[src/rtl/i2s_pkg.sv]
// ----------------------------------------------------------------------------
// i2s_pkg
// Shared constants and types for the I2S master transmitter and its clock
// generator. Slot positions are counted from the ws edge, so the first data
// bit of each channel sits one slot after the word-select change.
//
// Contents:
//   I2S_WORD_LEN  - sck periods per channel slot (default geometry)
//   I2S_FRAME_LEN - sck periods per stereo frame
//   I2S_BC_W      - width of the exported bit_count
//   I2S_DATA_W    - default sample width per channel
//   I2S_L_START   - slot offset of the first data bit within a channel
//   I2S_R_START   - first right-channel data slot for the default geometry
//   i2s_pair_t    - left/right sample pair
// ----------------------------------------------------------------------------
package i2s_pkg;

   localparam int I2S_WORD_LEN  = 32;
   localparam int I2S_FRAME_LEN = 2 * I2S_WORD_LEN;
   localparam int I2S_BC_W      = 6;
   localparam int I2S_DATA_W    = 16;
   localparam int I2S_L_START   = 1;
   localparam int I2S_R_START   = I2S_WORD_LEN + I2S_L_START;

   typedef struct packed {
      logic [I2S_DATA_W-1:0] l;
      logic [I2S_DATA_W-1:0] r;
   } i2s_pair_t;

endpackage

[src/rtl/i2s_out_tx_if.sv]
// ----------------------------------------------------------------------------
// i2s_out_tx_if
// Sample-pair handshake between a producer and the I2S transmitter.
//
// Signals:
//   in_l, in_r  - left/right sample (DATA_W bits each)
//   in_valid    - producer has a pair to offer
//   in_ready    - transmitter holding buffer is empty
// Modports:
//   master - the sample producer
//   slave  - the transmitter
// ----------------------------------------------------------------------------
interface i2s_out_tx_if
   import i2s_pkg::*;
#(
   parameter int DATA_W = I2S_DATA_W
);

   logic [DATA_W-1:0] in_l;
   logic [DATA_W-1:0] in_r;
   logic              in_valid;
   logic              in_ready;

   modport master (output in_l, output in_r, output in_valid, input in_ready);
   modport slave  (input in_l, input in_r, input in_valid, output in_ready);

endinterface

[src/rtl/i2s_clk_gen.sv]
// ----------------------------------------------------------------------------
// i2s_clk_gen
// I2S master frame timing: divides ck down to sck, tracks the slot position
// within the stereo frame and drives ws. Usable on its own to clock the I2S
// receiver as a master.
//
// Ports:
//   ck, rst_n     - system clock, async active-low reset
//   en            - run enable; when low every counter and output freezes
//   sck           - I2S bit clock, period 2*CLK_DIV ck cycles
//   ws            - word select, 0 = left slot half, 1 = right slot half
//   bit_count     - slot position 0..2*WORD_LEN-1, advances on sck falls
//   frame_start   - one-ck pulse in the cycle bit_count has wrapped to 0
//   fall_evt      - combinational: the coming ck edge is an sck fall
//   wrap_evt      - combinational: the coming sck fall wraps bit_count to 0
//   bit_count_nxt - combinational: slot position after the next sck fall
// ----------------------------------------------------------------------------
module i2s_clk_gen
   import i2s_pkg::*;
#(
   parameter int CLK_DIV  = 4,
   parameter int WORD_LEN = I2S_WORD_LEN
)(
   input  logic                ck,
   input  logic                rst_n,
   input  logic                en,
   output logic                sck,
   output logic                ws,
   output logic [I2S_BC_W-1:0] bit_count,
   output logic                frame_start,
   output logic                fall_evt,
   output logic                wrap_evt,
   output logic [I2S_BC_W-1:0] bit_count_nxt
);

   localparam int                  DIV_W    = (CLK_DIV > 2) ? $clog2(CLK_DIV) : 1;
   localparam logic [DIV_W-1:0]    DIV_LAST = DIV_W'(CLK_DIV - 1);
   localparam logic [I2S_BC_W-1:0] BC_LAST  = I2S_BC_W'(2 * WORD_LEN - 1);
   localparam logic [I2S_BC_W-1:0] WS_SLOT  = I2S_BC_W'(WORD_LEN);

   logic [DIV_W-1:0]    div_cnt_q, div_cnt_d;
   logic                sck_q, sck_d;
   logic                ws_q, ws_d;
   logic [I2S_BC_W-1:0] bit_count_q, bit_count_d;
   logic                frame_start_q, frame_start_d;

   // Divider and slot tracking. Everything that depends on the slot position
   // is updated only on the ck edge where sck goes 1->0, so data is stable
   // around every sck rise. With en low nothing moves and the pulse drops.
   always_comb begin
      div_cnt_d     = div_cnt_q;
      sck_d         = sck_q;
      ws_d          = ws_q;
      bit_count_d   = bit_count_q;
      frame_start_d = 1'b0;
      fall_evt      = 1'b0;
      wrap_evt      = 1'b0;
      bit_count_nxt = (bit_count_q == BC_LAST) ? '0 : bit_count_q + 1'b1;

      if (en) begin
         if (div_cnt_q == DIV_LAST) begin
            div_cnt_d = '0;
            sck_d     = ~sck_q;
            if (sck_q) begin
               fall_evt      = 1'b1;
               wrap_evt      = (bit_count_nxt == '0);
               bit_count_d   = bit_count_nxt;
               ws_d          = (bit_count_nxt >= WS_SLOT);
               frame_start_d = wrap_evt;
            end
         end else begin
            div_cnt_d = div_cnt_q + 1'b1;
         end
      end
   end

   // Timing state register.
   always_ff @(posedge ck or negedge rst_n) begin
      if (!rst_n) begin
         div_cnt_q     <= '0;
         sck_q         <= 1'b0;
         ws_q          <= 1'b0;
         bit_count_q   <= '0;
         frame_start_q <= 1'b0;
      end else begin
         div_cnt_q     <= div_cnt_d;
         sck_q         <= sck_d;
         ws_q          <= ws_d;
         bit_count_q   <= bit_count_d;
         frame_start_q <= frame_start_d;
      end
   end

   assign sck         = sck_q;
   assign ws          = ws_q;
   assign bit_count   = bit_count_q;
   assign frame_start = frame_start_q;

endmodule

[src/rtl/i2s_out_tx.sv]
// ----------------------------------------------------------------------------
// i2s_out_tx
// I2S master transmitter. Sample pairs arrive through a valid/ready handshake
// into a one-entry holding buffer; at every frame wrap the buffer is moved
// into the frame shift register (or zeros are sent if it is empty) and the
// bits are shifted out MSB-first on sck falling edges.
//
// Ports:
//   ck, rst_n    - system clock, async active-low reset
//   en           - run enable (handshake keeps working while low)
//   in_if        - sample-pair handshake (slave side: in_l, in_r, in_valid,
//                  in_ready)
//   sck, ws, sd  - I2S bus
//   bit_count    - slot position 0..2*WORD_LEN-1, shared with the receiver
//   frame_start  - one-ck pulse when bit_count wraps to 0
//   underrun     - one-ck pulse on a frame load with an empty buffer
//                  (only with I2S_OUT_UNDERRUN_EN defined)
//   underrun_cnt - saturating count of underrun pulses
//                  (only with I2S_OUT_UNDERRUN_EN defined)
//
// Parameters: CLK_DIV >= 2, DATA_W + 1 <= WORD_LEN, 2*WORD_LEN <= 64.
// Optional feature macro: I2S_OUT_UNDERRUN_EN.
// ----------------------------------------------------------------------------
module i2s_out_tx
   import i2s_pkg::*;
#(
   parameter int CLK_DIV  = 4,
   parameter int DATA_W   = I2S_DATA_W,
   parameter int WORD_LEN = I2S_WORD_LEN
)(
   input  logic                ck,
   input  logic                rst_n,
   input  logic                en,
   i2s_out_tx_if.slave         in_if,
   output logic                sck,
   output logic                ws,
   output logic                sd,
   output logic [I2S_BC_W-1:0] bit_count,
   output logic                frame_start
`ifdef I2S_OUT_UNDERRUN_EN
   ,
   output logic                underrun,
   output logic [7:0]          underrun_cnt
`endif
);

   localparam int                  FRAME_W = 2 * DATA_W;
   localparam logic [I2S_BC_W-1:0] L_FIRST = I2S_BC_W'(I2S_L_START);
   localparam logic [I2S_BC_W-1:0] L_LAST  = I2S_BC_W'(DATA_W);
   localparam logic [I2S_BC_W-1:0] R_FIRST = I2S_BC_W'(WORD_LEN + I2S_L_START);
   localparam logic [I2S_BC_W-1:0] R_LAST  = I2S_BC_W'(WORD_LEN + DATA_W);

   logic                fall_evt;
   logic                wrap_evt;
   logic [I2S_BC_W-1:0] bit_count_nxt;

   logic [DATA_W-1:0]   buf_l_q, buf_l_d;
   logic [DATA_W-1:0]   buf_r_q, buf_r_d;
   logic                buf_full_q, buf_full_d;
   logic [FRAME_W-1:0]  frame_q, frame_d;
   logic                sd_q, sd_d;

   logic                accept;
   logic                load;
   logic                data_slot;

   i2s_clk_gen #(
      .CLK_DIV  (CLK_DIV),
      .WORD_LEN (WORD_LEN)
   ) u_clk_gen (
      .ck            (ck),
      .rst_n         (rst_n),
      .en            (en),
      .sck           (sck),
      .ws            (ws),
      .bit_count     (bit_count),
      .frame_start   (frame_start),
      .fall_evt      (fall_evt),
      .wrap_evt      (wrap_evt),
      .bit_count_nxt (bit_count_nxt)
   );

   // Accept only into an empty buffer, and consume only a full one, so the
   // two can never land on the same edge.
   assign accept         = in_if.in_valid && !buf_full_q;
   assign load           = wrap_evt && buf_full_q;
   assign in_if.in_ready = !buf_full_q;

   // The left and right payloads are shifted out of one register, so the
   // MSB of the frame is always the next data bit regardless of channel.
   assign data_slot = ((bit_count_nxt >= L_FIRST) && (bit_count_nxt <= L_LAST)) ||
                      ((bit_count_nxt >= R_FIRST) && (bit_count_nxt <= R_LAST));

   // Holding buffer, frame load and serializer.
   always_comb begin
      buf_l_d    = buf_l_q;
      buf_r_d    = buf_r_q;
      buf_full_d = buf_full_q;
      frame_d    = frame_q;
      sd_d       = sd_q;

      if (accept) begin
         buf_l_d    = in_if.in_l;
         buf_r_d    = in_if.in_r;
         buf_full_d = 1'b1;
      end

      if (load) begin
         buf_full_d = 1'b0;
      end

      if (wrap_evt) begin
         frame_d = buf_full_q ? {buf_l_q, buf_r_q} : '0;
         sd_d    = 1'b0;
      end else if (fall_evt) begin
         if (data_slot) begin
            sd_d    = frame_q[FRAME_W-1];
            frame_d = {frame_q[FRAME_W-2:0], 1'b0};
         end else begin
            sd_d    = 1'b0;
         end
      end
   end

   // Datapath state register.
   always_ff @(posedge ck or negedge rst_n) begin
      if (!rst_n) begin
         buf_l_q    <= '0;
         buf_r_q    <= '0;
         buf_full_q <= 1'b0;
         frame_q    <= '0;
         sd_q       <= 1'b0;
      end else begin
         buf_l_q    <= buf_l_d;
         buf_r_q    <= buf_r_d;
         buf_full_q <= buf_full_d;
         frame_q    <= frame_d;
         sd_q       <= sd_d;
      end
   end

   assign sd = sd_q;

`ifdef I2S_OUT_UNDERRUN_EN
   logic       underrun_q, underrun_d;
   logic [7:0] underrun_cnt_q, underrun_cnt_d;

   // An underrun is a frame wrap that finds the buffer empty; the count
   // includes the pulse from the same edge and sticks at 255.
   always_comb begin
      underrun_d     = wrap_evt && !buf_full_q;
      underrun_cnt_d = underrun_cnt_q;
      if (underrun_d && (underrun_cnt_q != 8'hFF)) begin
         underrun_cnt_d = underrun_cnt_q + 8'd1;
      end
   end

   // Underrun state register.
   always_ff @(posedge ck or negedge rst_n) begin
      if (!rst_n) begin
         underrun_q     <= 1'b0;
         underrun_cnt_q <= '0;
      end else begin
         underrun_q     <= underrun_d;
         underrun_cnt_q <= underrun_cnt_d;
      end
   end

   assign underrun     = underrun_q;
   assign underrun_cnt = underrun_cnt_q;
`endif

endmodule

[src/flat_wrapper.sv]
// flat-port wrapper written by rule: the top's interface ports become plain ports
module i2s_out_tx_flat import i2s_pkg::*;
#(
   parameter int CLK_DIV  = 4,
   parameter int DATA_W   = I2S_DATA_W,
   parameter int WORD_LEN = I2S_WORD_LEN
)
  (ck, rst_n, en, sck, ws, sd, bit_count, frame_start, in_if_in_l, in_if_in_r, in_if_in_valid, in_if_in_ready);
  i2s_out_tx_if #(.DATA_W(DATA_W)) in_if_i ();
  input  logic ck;
  input  logic rst_n;
  input  logic en;
  output logic sck;
  output logic ws;
  output logic sd;
  output logic [I2S_BC_W-1:0] bit_count;
  output logic frame_start;
  input wire logic [$bits(in_if_i.in_l)-1:0] in_if_in_l;
  input wire logic [$bits(in_if_i.in_r)-1:0] in_if_in_r;
  input wire logic [$bits(in_if_i.in_valid)-1:0] in_if_in_valid;
  output wire logic [$bits(in_if_i.in_ready)-1:0] in_if_in_ready;
  assign in_if_i.in_l = in_if_in_l;
  assign in_if_i.in_r = in_if_in_r;
  assign in_if_i.in_valid = in_if_in_valid;
  assign in_if_in_ready = in_if_i.in_ready;
  i2s_out_tx #(.CLK_DIV(CLK_DIV), .DATA_W(DATA_W), .WORD_LEN(WORD_LEN)) u_core (.ck(ck), .rst_n(rst_n), .en(en), .in_if(in_if_i), .sck(sck), .ws(ws), .sd(sd), .bit_count(bit_count), .frame_start(frame_start));
endmodule
[config.mk]
export PLATFORM = sky130hd
export DESIGN_NAME = i2s_out_tx_flat
export DESIGN_NICKNAME = d
export VERILOG_FILES = /design/src/rtl/i2s_pkg.sv /design/src/rtl/i2s_out_tx_if.sv /design/src/rtl/i2s_clk_gen.sv /design/src/rtl/i2s_out_tx.sv /design/src/flat_wrapper.sv
export SDC_FILE = /design/constraint.sdc
export NUM_CORES = 1
export LEC_CHECK = 0
export CAP_MARGIN = 20
export CORE_UTILIZATION = 55
export CTS_CLUSTER_DIAMETER = 120
export DETAILED_ROUTE_END_ITERATION = 12
export PLACE_DENSITY = 0.87
export SLEW_MARGIN = 20
export SYNTH_ARGS = -nofsm -noshare
export SYNTH_HDL_FRONTEND = slang
export SYNTH_SLANG_ARGS = --single-unit
[constraint.sdc]
create_clock -name ck -period 2.7 [get_ports ck]
set_input_delay 0.27 -clock ck [delete_from_list [all_inputs] [get_ports ck]]
set_output_delay 0.27 -clock ck [all_outputs]
set_load 0.02 [all_outputs]
Word level (Yosys, flattened, before mapping)
Index checks and enable logic that the tools add are counted.
- register bits after elaboration: 77
- bits of input ports: 36
- output and inout port bits: 11
- word-level logic and storage cells: 50
- add/sub/neg operators: 2
- magnitude comparators: 5
- eq/ne operators: 2
- multiplexer cells: 17
- bitwise operators: 1
- reductions and logical operators: 13
- operators with widths (operator ; number):
    32-bit 2-to-1 mux ; 4
    6-bit >= comparator (second input constant) ; 2
    1-bit 2-to-1 mux ; 11
    6-bit by 1-bit adder with 6-bit output (second input constant) ; 1
    6-bit equality test (second input constant) ; 1
    6-bit by 1-bit >= comparator with 1-bit output (second input constant) ; 1
    6-bit by 5-bit less-or-equal comparator with 1-bit output (second input constant) ; 1
    6-bit less-or-equal comparator (second input constant) ; 1
    6-bit zero test ; 1
    6-bit 2-to-1 mux ; 1
    2-bit nonzero test ; 3
    1-bit logical AND ; 4
    2-bit AND reduction ; 2
    3-bit AND reduction ; 1
    2-bit by 1-bit adder with 2-bit output (second input constant) ; 1
    2-bit equality test (second input constant) ; 1
    2-bit 2-to-1 mux ; 1
    1-bit zero test ; 1
    1-bit logical OR ; 1
    1-bit inverter ; 1

Logic depth before layout (Yosys ltp)
Gate-level depths: netlist (run 1).
- depth after elaboration: 8
- mapped depth: 10

Modules after synthesis
Synthesis (run 1) repeated with hierarchy kept, for this count alone.
- cells, all modules: 320
- area total of the unflattened synthesis: 3484.6 sq um
- modules (own cells, without submodules) (module ; times used ; cells each ; area each (sq um) ; seq. area each (sq um)):
    i2s_out_tx ; 1 ; 257 ; 2855.2 ; 1651.6
    i2s_clk_gen ; 1 ; 63 ; 629.4 ; 275.3

Least setup slack after synthesis (run 1)
Ideal clock, no wire load.
- path kind: register to register
- start point: register u_core.u_clk_gen.bit_count_q[0], in the netlist u_core.u_clk_gen.bit_count[0]
- end point: register u_core.frame_q[10]
- setup time: 0.130 ns
- arrival: 2.002 ns
- data required time: 2.570 ns
- path slack: 0.568 ns
- stages on the path, launching flop included: 10
- path buffers: 4
- clock period less this slack: 2.132 ns
- cells stage by stage: dfrtp_1 ha_1 buf_2 and2_4 and3_1 buf_6 o2111ai_2 buf_4 buf_2 a31oi_1
- cells in the longest elaborated chain, start to end: 8
- elaborated cells between the ends (all ways): 18
- those cells by class: add/sub (1); order compare (4); eq/ne (1); mux (5); reduce/logical (7)
- RTL lines (item ; RTL line ; source):
    start, declared ; i2s_clk_gen.sv:44 ; logic [I2S_BC_W-1:0] bit_count_q, bit_count_d;
    start signal, assigned ; i2s_clk_gen.sv:89 ; bit_count_q <= bit_count_d;
    6-bit by 1-bit adder with 6-bit output or 6-bit equality test (tied branches) ; i2s_clk_gen.sv:58 ; bit_count_nxt = (bit_count_q == BC_LAST) ? '0 : bit_count_q + 1'b1;
    6-bit 2-to-1 mux (*) ; i2s_clk_gen.sv:58 ;
    parallel branches: the longest is 6 deep, another holds 6-bit by 1-bit >= comparator with 1-bit output ; n/a ;
    end signal, assigned ; i2s_out_tx.sv:137 ; frame_q <= frame_d;
    end, declared ; i2s_out_tx.sv:60 ; logic [FRAME_W-1:0] frame_q, frame_d;
Every way passes the cells marked *.
A chain may end at the register's enable or synchronous reset.

Worst setup path in the final report (run 1)
- start point: register u_core.u_clk_gen.bit_count_q[0], in the netlist u_core.u_clk_gen.bit_count[0]
- end point: register u_core.frame_q[28]
The elaborated chain is that of the path after synthesis.

==> results of run 1 <==
-- cell families (layout without fill, tap and decap cells) --
kind of cell,after synthesis,in the layout,share of synthesized area
buf+inv,38,78,0.0770
compound gates,120,120,0.190
mux,35,35,0.105
flops,77,77,0.511
fa+ha+maj,4,4,0.0133
simple gates,65,65,0.0916
xor+xnor,5,5,0.0116
-- placed cells by master, fill, tap and decap left out, types with 2 or more instances in the layout --
cell type / n
nor2_1: 3
inv_1: 3
a21oi_1: 37
clkbuf_1: 2
xnor2_1: 4
and3_1: 5
nor3_1: 2
mux2_2: 33
nand2_1: 13
a31oi_1: 32
ha_1: 4
o21ai_1: 31
nor4b_1: 2
o21ai_0: 7
buf_12: 2
dfrtp_1: 77
buf_4: 11
clkdlybuf4s50_1: 45
nand3_1: 33
o211ai_2: 2
clkbuf_8: 9
-- routing by layer --
layer / vias up / share of wire / wire [um]
met3: 13 / 0.054 / 410
met1: 1390 / 0.44 / 3350
met2: 95 / 0.49 / 3740
met5: - / 0 / 0
li1: 1340 / - / -
met4: 0 / 0.020 / 157
-- cells in the mapped netlist (all sizes together), types with 2 or more instances --
cell,number
a31oi,32
nor2,3
dfrtp,77
buf,27
clkbuf,5
nand3,34
dlygate4sd3,2
ha,4
and3,5
nor3,2
nor4b,2
mux2,34
o21ai,38
inv,4
a21oi,37
xnor2,4
and2,2
nand2,13
o211ai,3
-- power by group through the flow --
stage	Clock [mW]	Combinational (mW)	Sequential, mW
floorplan	0	1.01	1.93
global placement	0	1.31	1.98
detailed placement	0	1.36	2.00
CTS	0.874	1.37	1.98
global route	0.928	1.50	2.05
finish	0.852	1.36	1.99
-- worst max-delay path: stages (launching register included) --
cell and delay, ns:
dfrtp_1 0.38, ha_1 0.29, and2_4 0.20, and3_1 0.28
o2111ai_4 0.65, buf_12 0.25, a21oi_1 0.06, a31oi_1 0.20
-- path summary, 6_finish.rpt --
check,startpoint,endpoint,slack [ns],cells after the start
max,u_core.u_clk_gen.bit_count[0]$_DFFE_PN0P_,u_core.frame_q[28]$_DFFE_PN0P_,0.28,7
min,rst_n,u_core.u_clk_gen.div_cnt_q[0]$_DFFE_PN0P_,0.05,1
max reg2reg,u_core.u_clk_gen.bit_count[0]$_DFFE_PN0P_,u_core.frame_q[28]$_DFFE_PN0P_,0.28,7
min reg2reg,u_core.sd$_DFFE_PN0P_,u_core.sd$_DFFE_PN0P_,0.49,2
max in group asynchronous,rst_n,u_core.buf_l_q[6]$_DFFE_PN0P_,2.03,1
min in group ck,u_core.sd$_DFFE_PN0P_,u_core.sd$_DFFE_PN0P_,0.49,2
-- flip-flops by register name, indices dropped and copies added, names as in the netlist --
name and cells:
u_core.buf_l_q 16, u_core.sd 1, u_core.u_clk_gen.ws 1, u_core.buf_full_q 1, u_core.frame_q 32, u_core.u_clk_gen.sck 1, u_core.buf_r_q 16, u_core.u_clk_gen.div_cnt_q 2
u_core.u_clk_gen.frame_start 1, u_core.u_clk_gen.bit_count 6
-- layout make-up --
type,instances,area [sq um]
Inverter,4,15.0
Multi-Input combinational cell,229,1580
Clock inverter,5,60.1
Clock buffer,11,131
Fill cell,505,2110
Tap cell,77,96.3
Timing Repair Buffer,58,573
Sequential cell,77,1930
==> metrics, run 1 <==
RePlAce Congestion 0.808; critical path type flop to flop; Sw Ratio 0.338; GRT overflow 0; Layout Skew 0.00878 ns; Die ar. 0.00719 sq mm; Worst Path Arrival 2.69 ns; Max-slew headroom 0.367; met2 GRT Util 0.352; Die X 84.8 um; Die Height 84.8 um; I/O Pins 47; # resized after CTS 0; FFs w/ async S/R, synth 1.00; f_max 414 MHz; leakage 1.83 nW; sequential area share after synthesis 0.511; largest net degree at the start of global routing 78; vias 2838; Initial Util 0.581; final WL 7660 um; Bufs on Longest Clock Path 2; Post-synth EDFFs 0; final core utilization 0.675; Core Area 0.00649 sq mm; Required @ worst endpoint 2.97 ns; RSZ-0062 raised after global routing no; period utilisation layout 0.895; Synth top area share 0.511; per-cell routed wire length 16.6 um; clock share of power 0.203; hold buffers post-CTS 0; Primary FF master, synth dfrtp_1; n_diodes 0; Design Power 4.20 mW; Min Hold Slack 0.0471 ns; post-layout min period 2.42 ns; DP Area 0.00419 sq mm; layout cell share with drive strength beyond 1 0.193; First-pass DRT Iterations 6; DRC Markers 0; Cell Int Power 2.78 mW; Flop pwr share 0.473; Comb pwr share 0.323; vias in the first global route 2724; htree depth 3; Slew @ Worst Pin 0.950 ns; setup repair bufs after CTS 0; GR Util met3 0.0403; Vias/cell 6.16; Finish-stage setup viols 0; GR peak layer met2; Synth Instances 344; Netlist cell types 45; number of clock sinks 77; clock root buffer master clkbuf_8; Mapped Nets 384; Place WS 0.360 ns; #FFs+latches synth 77; PD cells 958 mW/mm^2; setup_tns 0 ns; yosys warns 0; Reg clk slew, reported paths 0.08 ns; Skew-Pair Late Insertion Delay 0.36 ns; max-slew violations 0; port bufs 46; MaxCap Viol Count 0; post-synth top area cell dfrtp_1; final instance area 0.00438 sq mm; initial antenna violation count 0; Area growth syn-to-layout 16.2%; CP Max Fanout 25; met1 global-route usage 0.335; post-detail-place hpwl 4810 um; DRT antenna net count 0; Critical Path Start Type flop; VDD IR max 531 uV; Synth area leaders dfrtp_1, mux2_2, a31oi_1, a21oi_1, nand3_1; first-pass GRT wire length 13200 um; Fin. Hold Viols 0; FP Rows 29; CTS buffer count 9; initial drt markers 250; TritonCTS clock tree built; placed cells 445; critical path endpoint category flop; All-Layer GR Usage 0.237; Final nets 419; outcome finished, final reports clean; Final WS setup 0.282 ns; worst hold path class primary input to async pin; Avg Inst Size Synth 11.0 sq um; synthesized area 0.00377 sq mm; Net Sw Power 1.42 mW; final std cells w/o fill 461
Power figures use the tool's default switching activity.
==> run 2, diff against run 1 <==
CAP_MARGIN = 10   (was 20)
clock period = 2.3 ns   (was 2.7 ns; I/O delays follow)
==> metrics, run 2 (synthesis gave the netlist of run 1 again) <==
failing checks DRC; FP Rows 29 (unchanged); max layer used met4; Bufs on Longest Clock Path 2 (unchanged); hold buffers post-CTS 0 (unchanged); initial antenna violation count 0 (unchanged); leakage 1.87 nW (+2.4%); Regs by FF count u_core.frame_q: 32 flops, u_core.buf_l_q: 16 flops, u_core.buf_r_q: 16 flops; TritonCTS clock tree built; Finish-stage setup viols 0 (unchanged); DRT met1 WL 3370 um (+0.66%); Worst Path Arrival 2.37 ns (-0.32 ns); commonest non-fill, non-tap cell in the layout dfrtp_1; outcome finished with violations; PD cells 1140 mW/mm^2 (+19%); RePlAce Congestion 0.852 (+5.5%); final WL 7550 um (-1.5%); Die ar. 0.00719 sq mm (unchanged); # resized after CTS 0 (unchanged); Initial Util 0.581 (unchanged); n_diodes 0 (unchanged); vias 2861 (+0.81%); Largest register FFs 32 (unchanged); post-layout min period 2.10 ns (-0.316 ns); Layout Skew 0.00887 ns (+0.0000919 ns); All-Layer GR Usage 0.231 (-0.00607); metal2 WL 3640 um (-2.7%); Max-slew headroom 0.363 (-0.00339); Reg clk slew, reported paths 0.08 ns (about the same); placed cells 447 (+0.45%); CTS buffer count 9 (unchanged); Core Area 0.00649 sq mm (unchanged); Area growth syn-to-layout 18.5%; CP Max Fanout 32 (+28%); max-slew violations 0 (unchanged); first-pass GRT wire length 13000 um (-1.4%); VDD IR max 589 uV (+11%); Final WS setup 0.198 ns (-0.0843 ns); GRT overflow 0 (unchanged); vias in the first global route 2713 (-0.40%); fillers 480 (-5.0%); most frequent cells in the layout dfrtp_1, clkdlybuf4s50_1, a21oi_1, mux2_2, nand3_1; f_max 476 MHz (+15%); initial drt markers 197 (-21%); Design Power 5.10 mW (+21%); final std cells w/o fill 463 (+0.43%); Vias/cell 6.18 (+0.37%); Critical Path Start Type flop; post-detail-place hpwl 4800 um (-0.24%); period utilisation layout 0.914 (+0.0185); Die X 84.8 um (unchanged); DRT antenna net count 0 (unchanged); per-cell routed wire length 16.3 um (-1.9%); setup repair bufs after CTS 0 (unchanged); Fin. Hold Viols 0 (unchanged); clock root buffer master clkbuf_8; Final nets 421 (+0.48%); I/O Pins 47 (unchanged); layout cell share with drive strength beyond 1 0.199 (+0.00677); met3 wire len 390 um (-4.9%); Die Height 84.8 um (unchanged); htree depth 3 (unchanged); critical path endpoint category flop; Skew-Pair Late Insertion Delay 0.35 ns (about the same); RSZ-0062 raised after global routing no; MaxCap Viol Count 0 (unchanged); Top reg by flops u_core.frame_q; worst hold path class primary input to async pin; setup_tns 0 ns (unchanged); largest net degree at the start of global routing 78 (unchanged); DRC Markers 1 (+1); Place WS 0.222 ns (-0.138 ns); port bufs 46 (unchanged); Slew @ Worst Pin 0.955 ns (+0.00508 ns); critical path type flop to flop; First-pass DRT Iterations 9 (+3); Required @ worst endpoint 2.57 ns (-0.40 ns); number of clock sinks 77 (unchanged)
## run 2: where the power goes
part           switching [mW]  internal [mW]  leakage (nW)
combinational           0.783          0.841         0.788
clock                   0.483          0.667         0.116
sequential              0.386           1.94         0.968
## run 2: critical path: stages, from the launching register on
cell and delay [ns]:
dfrtp_1 0.38, ha_1 0.30, and2_4 0.20, a21oi_1 0.35, a311o_2 0.28, buf_12 0.19, nand3_1 0.12, a31oi_1 0.20
## run 2: cell type report
class / count / area, sq um / share of cell area
Tap cell: 77 / 96.3 / 0.0216
Multi-Input combinational cell: 229 / 1580 / 0.353
Inverter: 4 / 15.0 / 0.00336
Sequential cell: 77 / 1930 / 0.431
Timing Repair Buffer: 60 / 626 / 0.140
Clock inverter: 4 / 70.1 / 0.0157
Clock buffer: 12 / 155 / 0.0347
## run 2: per-stage QoR
| stage | hold slack, ns | cell area, sq um | util |
|---|---|---|---|
| 6_report | 0.0157 | 4470 | 0.688 |
| 5_1_grt | 0.0848 | 4470 | 0.688 |
| 4_1_cts | 0.0541 | 4470 | 0.688 |
| 3_5_place_dp | 0.436 | 4240 | 0.653 |
| 3_3_place_gp | 0.429 | 4240 | 0.653 |
| 2_1_floorplan | -0.0656 | 3770 | - |
## run 2: worst paths after layout
path | startpoint | end | slack, ns | depth (start not counted)
max | u_core.u_clk_gen.bit_count[0]$_DFFE_PN0P_ | u_core.frame_q[15]$_DFFE_PN0P_ | 0.20 | 7
min | rst_n | u_core.buf_r_q[11]$_DFFE_PN0P_ | 0.02 | 1
max reg2reg | u_core.u_clk_gen.bit_count[0]$_DFFE_PN0P_ | u_core.frame_q[15]$_DFFE_PN0P_ | 0.20 | 7
min reg2reg | u_core.u_clk_gen.ws$_DFFE_PN0P_ | u_core.u_clk_gen.ws$_DFFE_PN0P_ | 0.48 | 2
max in group asynchronous | rst_n | u_core.frame_q[13]$_DFFE_PN0P_ | 1.66 | 1
min in group ck | u_core.u_clk_gen.ws$_DFFE_PN0P_ | u_core.u_clk_gen.ws$_DFFE_PN0P_ | 0.48 | 2
## run 2: layer usage
metal / global-route usage / vias to the layer above
met2: 0.356 / 96
li1: - / 1343
met5: 0 / -
met1: 0.321 / 1406
met4: 0.0909 / 0
met3: 0.0511 / 16
==> patch (config.mk and constraints of run 1) <==
Put a register stage on the output `bit_count`, cleared by the reset. The value now appears one clock later. The other outputs are not delayed to match. Comments in the files are not updated.
--- a/src/rtl/i2s_out_tx.sv
+++ b/src/rtl/i2s_out_tx.sv
@@ -51,4 +51,6 @@
    localparam logic [I2S_BC_W-1:0] R_LAST  = I2S_BC_W'(WORD_LEN + DATA_W);
 
+   logic [I2S_BC_W-1:0] bit_count_c;
+
    logic                fall_evt;
    logic                wrap_evt;
@@ -74,5 +76,5 @@
       .sck           (sck),
       .ws            (ws),
-      .bit_count     (bit_count),
+      .bit_count     (bit_count_c),
       .frame_start   (frame_start),
       .fall_evt      (fall_evt),
@@ -171,4 +173,12 @@
 `endif
 
+   always_ff @(posedge ck or negedge rst_n) begin
+      if (!rst_n) begin
+         bit_count <= '0;
+      end else begin
+         bit_count <= bit_count_c;
+      end
+   end
+
 endmodule
 
Function: changed (Yosys sat finds a counterexample within 10 cycles, from zero or initial values and one cycle with rst_n low).
==> patch against run 1 <==
Setup slack worse by 0.080 ns. Area after synthesis up 7.7%. Sequential cell count up 6. Utilization up 1.2 points. Largest power group unchanged. Maximum frequency down 3.2%. Final cell count up 4.1%. Total power down 2.1%. Final area up 8.8%. Largest cell class unchanged. Non-clock buffer count down 1. Sequential power up 4%. Wire length down 3.8%.
==> patch: results (changes against run 1) <==
| Metric | Value |
|---|---|
| Fraction of area in multi-input gates | `0.370 (+0.00955)` |
| Largest net degree at the start of global routing | `84 (+7.7%)` |
| Final GP Congestion | `0.887 (+9.8%)` |
| Top post-synthesis cells by count | `83 x dfrtp_1, 41 x nand2_1, 33 x mux2_2, 33 x nand4_1, 30 x o211ai_2` |
| Die width | `87.9 µm (+3.7%)` |
| Worst slew pin tran | `0.721 ns (-0.229 ns)` |
| Via count | `2743 (-3.3%)` |
| Final wirelength | `7370 µm (-3.8%)` |
| Post-synthesis xor/xnor area fraction | `0.0108 (-0.000827)` |
| Pwr/cell area | `862 mW/mm² (-10%)` |
| Net Sw Frac | `0.325 (-0.0140)` |
| Status | `complete, no violations` |
| GR Util met1 | `0.267 (-0.0685)` |
| Crit path max fanout | `18 (-28%)` |
| Pre-CTS WS | `0.271 ns (-0.0893 ns)` |
| Share of post-route cells with drive strength above 1 | `0.341 (+0.148)` |
| Syn Area/Cell | `11.9 µm² (+8.3%)` |
| Worst EP arrival | `2.79 ns (+0.10 ns)` |
| TritonRoute pass-1 iters | `4 (-2)` |
| Multi-In Gates | `223 (-2.6%)` |
| Seq cells | `83 (+7.8%)` |
| Crit-path slowest cell | `dfrtp_1` |
| Total Routing Usage GR | `0.212 (-0.0251)` |
| Leakage Power | `2.05 nW (+12%)` |
| Worst hold path class | `reg -> reg` |
| Post-synth net total | `382 (-0.52%)` |
| Vias in the first global route | `2688 (-1.3%)` |
-- patch: cell count changes after synthesis, moves of 6 or more --
cell / delta
a21oi_1: -33
nand4_1: +33
a31oi_1: -29
nand2_2: +29
nand3_1: -29
o21ai_1: -29
nand2_1: +28
o211ai_2: +28
buf_4: -7
buf_1: +6
dfrtp_1: +6
-- patch: layer usage --
metal  vias to the layer above  wire length, µm
met5                         -                0
met4                         0              191
met3                        16              331
met2                        70             3760
met1                      1355             3080
li1                       1302                -
-- patch: path summary, 6_finish.rpt --
kind	from	end	slack, ns	depth (start not counted)
min in group asynchronous	rst_n	u_core.u_clk_gen.ws	0.52	2
worst max register to register	u_core.u_clk_gen.bit_count[0]	u_core.frame_q[31]	0.20	8
worst min register to register	u_core.buf_l_q[12]	u_core.frame_q[28]	0.49	2
worst min-delay path	u_core.buf_l_q[12]	u_core.frame_q[28]	0.49	2
worst max-delay path	u_core.u_clk_gen.bit_count[0]	u_core.frame_q[31]	0.20	8
max in group asynchronous	rst_n	u_core.frame_q[20]	1.70	2
